==> config.mk <==
export PLATFORM = sky130hd
export DESIGN_NAME = slice_output_stage
export DESIGN_NICKNAME = d
export VERILOG_FILES = /design/src/rtl/slice_output_stage.sv
export SDC_FILE = /design/constraint.sdc
export NUM_CORES = 1
export LEC_CHECK = 0
export ABC_AREA = 1
export ABC_CLOCK_PERIOD_IN_PS = 2100
export CORE_UTILIZATION = 47
export CTS_CLUSTER_DIAMETER = 30
export DETAILED_ROUTE_END_ITERATION = 7
export MAX_ROUTING_LAYER = met4
export PLACE_DENSITY = 0.87
export SYNTH_ARGS = -nofsm -noshare
export SYNTH_HDL_FRONTEND = slang
export SYNTH_SLANG_ARGS = --single-unit
==> constraint.sdc <==
create_clock -name clk -period 2.1 [get_ports clk]
set_clock_uncertainty 0.1 [all_clocks]
set_input_delay 0.525 -clock clk [delete_from_list [all_inputs] [get_ports clk]]
set_output_delay 0.525 -clock clk [all_outputs]
set_load 0.01 [all_outputs]
==> src/rtl/slice_output_stage.sv <==
// Slice output stage: selects LUT or carry-sum per bit, optionally registered,
// with a serially loaded configuration shift chain.
module slice_output_stage #(
  parameter int unsigned INPUTS = 4
) (
  input  logic              clk,
  input  logic              rst_n,
  input  logic [INPUTS-1:0] lut_out,
  input  logic [INPUTS-1:0] cc_s,
  input  logic              cc_co,
  input  logic              ce,
  input  logic              sr,
  input  logic              cset,
  input  logic              cin,
  output logic              cout,
  output logic [INPUTS-1:0] out,
  output logic              co_out
);

  localparam int unsigned CFG_W = 2 * INPUTS + 2;

  logic [CFG_W-1:0]  cfg_q, cfg_d;
  logic [INPUTS-1:0] q_q, q_d;
  logic              qco_q, qco_d;

  logic [INPUTS-1:0] sum_sel;
  logic [INPUTS-1:0] reg_sel;
  logic              co_reg;
  logic              sr_en;
  logic [INPUTS-1:0] d;

  assign sum_sel = cfg_q[INPUTS-1:0];
  assign reg_sel = cfg_q[2*INPUTS-1:INPUTS];
  assign co_reg  = cfg_q[2*INPUTS];
  assign sr_en   = cfg_q[2*INPUTS+1];

  always_comb begin
    for (int i = 0; i < int'(INPUTS); i++) begin
      d[i]   = sum_sel[i] ? cc_s[i] : lut_out[i];
      out[i] = reg_sel[i] ? q_q[i] : d[i];
    end
  end

  assign co_out = co_reg ? qco_q : cc_co;
  assign cout   = cfg_q[CFG_W-1];

  // Data flops are frozen while configuration is shifting.
  always_comb begin
    cfg_d = cfg_q;
    q_d   = q_q;
    qco_d = qco_q;
    if (cset) begin
      cfg_d = {cfg_q[CFG_W-2:0], cin};
    end else if (sr_en && sr) begin
      q_d   = '0;
      qco_d = 1'b0;
    end else if (ce) begin
      q_d   = d;
      qco_d = cc_co;
    end
  end

  always_ff @(posedge clk) begin
    if (!rst_n) begin
      cfg_q <= '0;
      q_q   <= '0;
      qco_q <= 1'b0;
    end else begin
      cfg_q <= cfg_d;
      q_q   <= q_d;
      qco_q <= qco_d;
    end
  end

endmodule

; Word level (Yosys, flattened, before mapping)
; Cells that the tools add are included.
[word_totals]
ff_bits = 15
latch_bits = 0
mem_bits_rw = 0
rom_bits = 0
inputBits = 15
out_inout_bits = 6
elab_cells = 20
memories = 0
[classes]
addsub = 0
multipliers = 0
div_mod_pow = 0
magnitude_cmp = 0
eq_ne = 0
n_shift = 0
mux = 13
bitwise_logic = 1
n_reduce_logical = 3
[op_table]
columns = op, count
row1 = $mux W1, 11
row2 = $mux W4, 2
row3 = $reduce_and A2 Y1, 1
row4 = $reduce_bool A2 Y1, 1
row5 = $logic_and A1 B1 Y1, 1
row6 = $not A1 Y1, 1

; Depth between registers and ports, before layout
; Gate-level depths: netlist (run 1).
[logic_depth]
ltp_word = 3
mapped_depth = 6
mapped_depth_nobuf = 6

; Worst setup path before layout (run 1)
; OpenSTA, ideal clock, no wires.
[synth_timing]
kind = input-to-output
from = in cc_s[1]
to = out out[1]
arrival_ps = 872
required_time_ps = 1475
path_slack_ps = 603
cell_stages = 4
n_path_buf = 0
path_cell_list = nand2_1 nand2_1 nor2_1 a21oi_1
[synth_via]
elab_chain_cells = 2
[synth_rtl]
columns = element, line_no
row1 = start: declaration, 9  ; input logic [INPUTS-1:0] cc_s,
row2 = $mux W1, 39  ; d[i] = sum_sel[i] ? cc_s[i] : lut_out[i];
row3 = $mux W1, 40  ; out[i] = reg_sel[i] ? q_q[i] : d[i];
row4 = end: declaration, 16  ; output logic [INPUTS-1:0] out,
; Every way passes these cells.

; Worst setup path in the final report (run 1)
[layout_timing]
from = in lut_out[3]
to = out out[3]
[layout_via]
elab_chain_cells = 2
[layout_rtl]
columns = element, line_no
row1 = start: declaration, 8  ; input logic [INPUTS-1:0] lut_out,
row2 = $mux W1, 39
row3 = $mux W1, 40
; Every way passes these cells.

==> out/metrics.cfg, run 1 <==
[logic_synthesis]
yosysWarnings=0
synth_nets=111
synth.distinct_cells=12
seq_area_frac_synth=0.447
avgSynthCellArea_um2=7.00
synthCells=96
ys_seq_elements=15
netlist_area_um2=672

[power_and_ir_drop]
irDropWorstVdd_mv=0.481
p_per_area_mw_per_mm2=670
pwr-share-comb=0.206
p_switching_uw=163
switching_share=0.271
internal_power_uw=440
p_leak_uw=0.000417
p_seq_frac=0.523
clkPwrFrac=0.271

[route]
drtIter0Drc=8
vias=667
routedWlPerCell_um=10.7
postRouteAntennaNets=0
route.detailed.drc=0
avgViaCountPerCell=4.90
drt-pass1-iter-count=4
finalWirelength_um=1450

[setup_path]
crit_arrival_ps=1410
reg2reg_depth=5
r2r-start=cfg_q[9]$_SDFFE_PN0P_
path_class=input pin to output port
regToRegSetupSlack_ps=1050
cp_max_fo=2
critPathLaunchType=input pin
endpoint_kind=output port
worstPathRequired_ps=1470
rr_endpoint=q_q[0]$_SDFFE_PN0P_

[hold_path]
worstHoldStart=qco_q$_SDFFE_PN0P_
worstHoldPathCells=2
hp-class=flop to flop
min_to=qco_q$_SDFFE_PN0P_

[global_route]
grt_max_degree=16
grt_use_total=0.200
grt-ovfl-total=0
grt_pass1_vias=505
grt_pass1_wl_um=2080
antenna_found_initial=0

[clock_tree]
clock_path_buffers=2
clk_pin_slew_ps=90
postCtsSetupRepairBufs=0
cts_tree=yes
ctsRootBufferMaster=clkbuf_4
clock-sinks=15
numCtsBuffers=3
htreeDepth=1
clk-insertion-delay-late_ps=280

[floorplan]
start_util=0.510
rows=13
io_pins=21
dieArea_mm2=0.00158
die_y_um=39.8
fp.dieW_um=39.8
core_mm2=0.00132

[timing]
final_max_slew_viol_count=0
hold_viol_final=0
fin_crit_sh=0.969
post-route-min-period_ps=2030
fmax_mhz=492
relSlewSlack=0.689
rsz0062_at_grt=no
setup_viol=0
worst_pin_slew_ps=465

[cells_and_area]
fin_cells=136
area_growth_pct=33.9
nFillCells=117
fin_util=0.683
fin_nets=137
drive_gt1_frac=0.140
diodes=0

[placed_design]
post-place-cells=132
gp_congestion=0.812
portBuffers=20
hpwl_um=1130

[flow_run]
cap_violations=0

[outcome]
status=finished, final reports clean

cell usage after synthesis:
master	n	share of area
nand2_1	20	0.11
nor2_1	18	0.10
dfxtp_1	15	0.45
a21oi_1	14	0.10
inv_1	10	0.056
o21ai_0	10	0.074
buf_4	2	0.022
nand2_2	2	0.019
nand2_4	2	0.034
inv_2	1	0.0056
mux2_2	1	0.017
nand4_1	1	0.0093
routing by layer:
metal,up-vias,GRT usage,routed length [µm]
met5,-,-,0
met4,0,0.0776,17
met3,4,0.0170,46
met2,17,0.328,727
met1,289,0.253,659
li1,357,-,-
worst max path at each step:
stage / cells after the start / slack, ps / to / startpoint
CTS: 3 / 20 / co_out / cc_co
global route: 6 / 0.8 / out[2] / cc_s[2]
global placement: 6 / -340 / out[3] / cc_s[3]
finish: 6 / 70 / out[3] / lut_out[3]
floorplan: 4 / 600 / out[1] / cc_s[1]
detailed placement: 6 / -340 / out[2] / cc_s[2]
cell usage in the layout, fill, tap and decap left out:
master	instances
nand2_1	20
nor2_1	18
dfxtp_1	15
clkdlybuf4s50_1	15
a21oi_1	14
inv_1	10
o21ai_0	10
buf_2	4
clkbuf_4	3
buf_4	3
nand2_2	2
nand2_4	2
mux2_2	1
inv_2	1
nand4_1	1
clkbuf_1	1
clkbuf_2	1
area by class of cell:
cell class / count / area (µm²) / share of cell area
tap: 15 / 18.8 / 0.0209
multi-input combinational: 68 / 315 / 0.350
inverter: 11 / 41.3 / 0.0459
timing repair buffer: 23 / 198 / 0.220
clock buffer: 4 / 26.3 / 0.0292
sequential: 15 / 300 / 0.334
logic make-up after synthesis:
family	share of synthesized area
AND/OR/NAND/NOR	0.274
multiplexers	0.0168
AO/OA/AOI/OAI	0.179
buffers and inverters	0.0838
flip-flops	0.447
per-stage QoR:
stage               total power, µW  setup slack (ps)  hold WS, ps  TNS, ps  cell area, µm²
floorplan                       388               603          337        0             672
global placement                453              -340          358    -1520             898
detailed placement              457              -344          364    -1580             898
CTS                             607              16.1          378        0             905
global route                    632             0.799          401        0             900
finish                          603              65.9          379        0             900
power groups by stage:
stage,combinational (µW),clock (µW),sequential [µW]
3_3_place_gp,132,0,321
2_1_floorplan,68.3,0,319
6_report,124,164,315
4_1_cts,125,166,315
5_1_grt,138,176,317
3_5_place_dp,135,0,322
state kept, by name, indices dropped and copies added, names as in the netlist:
signal,cells
cfg_q,10
qco_q,1
q_q,4
what timing repair did:
action,CTS,global route
gates resized for setup,18,1
hold buffers,0,0
setup endpoints to repair,5,1
critical path, stage by stage:
cell	delay, ps
clkdlybuf4s50_1	460
nand2_1	50
nand2_1	70
nor2_1	40
a21oi_1	110
buf_2	150
Power figures use the tool's default switching activity.
==> run 2: changes to the inputs <==
Settings changed: ABC_CLOCK_PERIOD_IN_PS 2100 to not set, CTS_BUF_LIST set to sky130_fd_sc_hd__clkbuf_4.
==> run 2 against run 1 <==
Effect of this change:
- non-clock buffer count is the same
- global-route usage is essentially flat
- flip-flop and latch count is the same
- critical path type unchanged
- critical endpoint is now out[2]
- largest power group unchanged
==> out/metrics.cfg, run 2 (synthesis gave the netlist of run 1 again) <==
[outcome]
status=finished, final reports clean

[power_and_ir_drop]
p_total_uw=617
p_per_area_mw_per_mm2=683
pwr-share-comb=0.201
switching_share=0.266
p_seq_frac=0.511
p_leak_uw=0.000420
internal_power_uw=453
p_switching_uw=164
clkPwrFrac=0.288
irDropWorstVdd_mv=0.486

[cells_and_area]
diodes=0
drive_gt1_frac=0.149
area_growth_pct=34.5
final_common_cell=nand2_1
mostFrequentLayoutCells=nand2_1 (20), nor2_1 (18), dfxtp_1 (15), clkdlybuf4s50_1 (15), a21oi_1 (14)
regMostFlops=cfg_q
fin_cells=136
fin_nets=137
top_regs=cfg_q x10, q_q x4, qco_q x1
largest_reg_flops=10

[setup_path]
r2r-start=cfg_q[9]$_SDFFE_PN0P_
endpoint_kind=output port
crit_arrival_ps=1410
path_class=input pin to output port
cp_max_fo=2
worstPathRequired_ps=1470
critPathLaunchType=input pin
path_cells=clkdlybuf4s50_1 > nand2_1 > nand2_1 > nor2_1 > a21oi_1 > buf_2
cp_common_cell=nand2_1
rr_endpoint=q_q[0]$_SDFFE_PN0P_
crit_buf_inv=2
slowest_stage=clkdlybuf4s50_1
reg2reg_depth=5
critPathMaxStageDelay_ps=460
regToRegSetupSlack_ps=1050
cp_top_family=buffers and inverters

[global_route]
grt_max_degree=16
antenna_found_initial=0
grt_use_total=0.200
grtUsageMet1=0.252
gr-usage-met2=0.328
busiest_layer=met2
grt_pass1_vias=505
grt-ovfl-total=0
grt_pass1_wl_um=2080
grtUsageMet3=0.0170

[placed_design]
portBuffers=20
post-place-cells=132
gp_congestion=0.812
hpwl_um=1130

[timing]
rsz0062_at_grt=no
setup_viol=0
fmax_mhz=491
post-route-min-period_ps=2040
worst_pin_slew_ps=443
final_max_slew_viol_count=0
hold_viol_final=0
fin_crit_sh=0.970
relSlewSlack=0.704

[hold_path]
min_to=qco_q$_SDFFE_PN0P_
worstHoldStart=qco_q$_SDFFE_PN0P_
hp-class=flop to flop
worstHoldPathCells=2

[clock_tree]
cts_tree=yes
htreeDepth=1
ctsRootBufferMaster=clkbuf_4
postCtsSetupRepairBufs=0
clock-sinks=15
numCtsBuffers=3
clk_pin_slew_ps=90
clock_path_buffers=2
clk-insertion-delay-late_ps=280

[flow_run]
cap_violations=0

[route]
avgViaCountPerCell=4.90
vias=666
routedWlPerCell_um=10.7
drtIter0Drc=7
finalWirelength_um=1450
route.detailed.drc=0
drt-pass1-iter-count=4
postRouteAntennaNets=0

[floorplan]
start_util=0.510
core_mm2=0.00132
dieArea_mm2=0.00158
fp.dieW_um=39.8
rows=13
die_y_um=39.8
io_pins=21

-- run 2: cell count changes in the layout (fill, tap and decap cells not counted) --
cell      change
clkbuf_1      -1
clkbuf_4      +1
-- run 2: final cells by class --
cell class | count | area (µm²)
clock buffer | 4 | 30.0
fill | 115 | 414
inverter | 11 | 41.3
multi-input combinational | 68 | 315
sequential | 15 | 300
tap | 15 | 18.8
timing repair buffer | 23 | 198
-- run 2: power by group through the flow --
stage	Clock, µW	Combinational [µW]	Sequential [µW]
global route	189	138	317
detailed placement	0	135	322
finish	178	124	315
CTS	181	126	315
floorplan	0	68.3	319
global placement	0	132	321
-- run 2: per-stage QoR --
stage | hold WS, ps | worst slack [ps] | setup TNS, ps | instance area (µm²) | util
after floorplan | 337 | 603 | 0 | 672 | -
after global placement | 358 | -340 | -1520 | 898 | 0.682
after detailed placement | 364 | -344 | -1580 | 898 | 0.682
after CTS | 378 | 16.1 | 0 | 908 | 0.689
after global routing | 400 | 0.799 | 0 | 903 | 0.686
final | 381 | 62.2 | 0 | 903 | 0.686
-- run 2: tightest hold or removal path, stage by stage, from the launching register on --
cell and delay, ps:
dfxtp_1 330, nand2_2 60, a21oi_1 50
-- run 2: per-layer routing --
| layer | vias up | part of all wire |
|---|---|---|
| met4 | 0 | 0.012 |
| li1 | 357 | - |
| met3 | 4 | 0.026 |
| met1 | 292 | 0.46 |
| met5 | - | 0 |
| met2 | 13 | 0.50 |
-- run 2: worst max path at each step --
| stage | cells after the start | endpoint | from |
|---|---|---|---|
| 6_report | 6 | out[2] | cc_s[2] |
| 3_5_place_dp | 6 | out[2] | cc_s[2] |
| 5_1_grt | 6 | out[2] | cc_s[2] |
| 2_1_floorplan | 4 | out[1] | cc_s[1] |
| 4_1_cts | 3 | co_out | cc_co |
| 3_3_place_gp | 6 | out[3] | cc_s[3] |
-- run 2: timing repair --
action,CTS,global route
setup endpoints to repair,5,1
hold buffers,0,0
gates resized for setup,18,1
==> run 3: changes to the inputs <==
Settings changed: TNS_END_PERCENT set to 20.
==> results of run 3 <==
Final layout, timing and power as in run 2 (identical DEF).
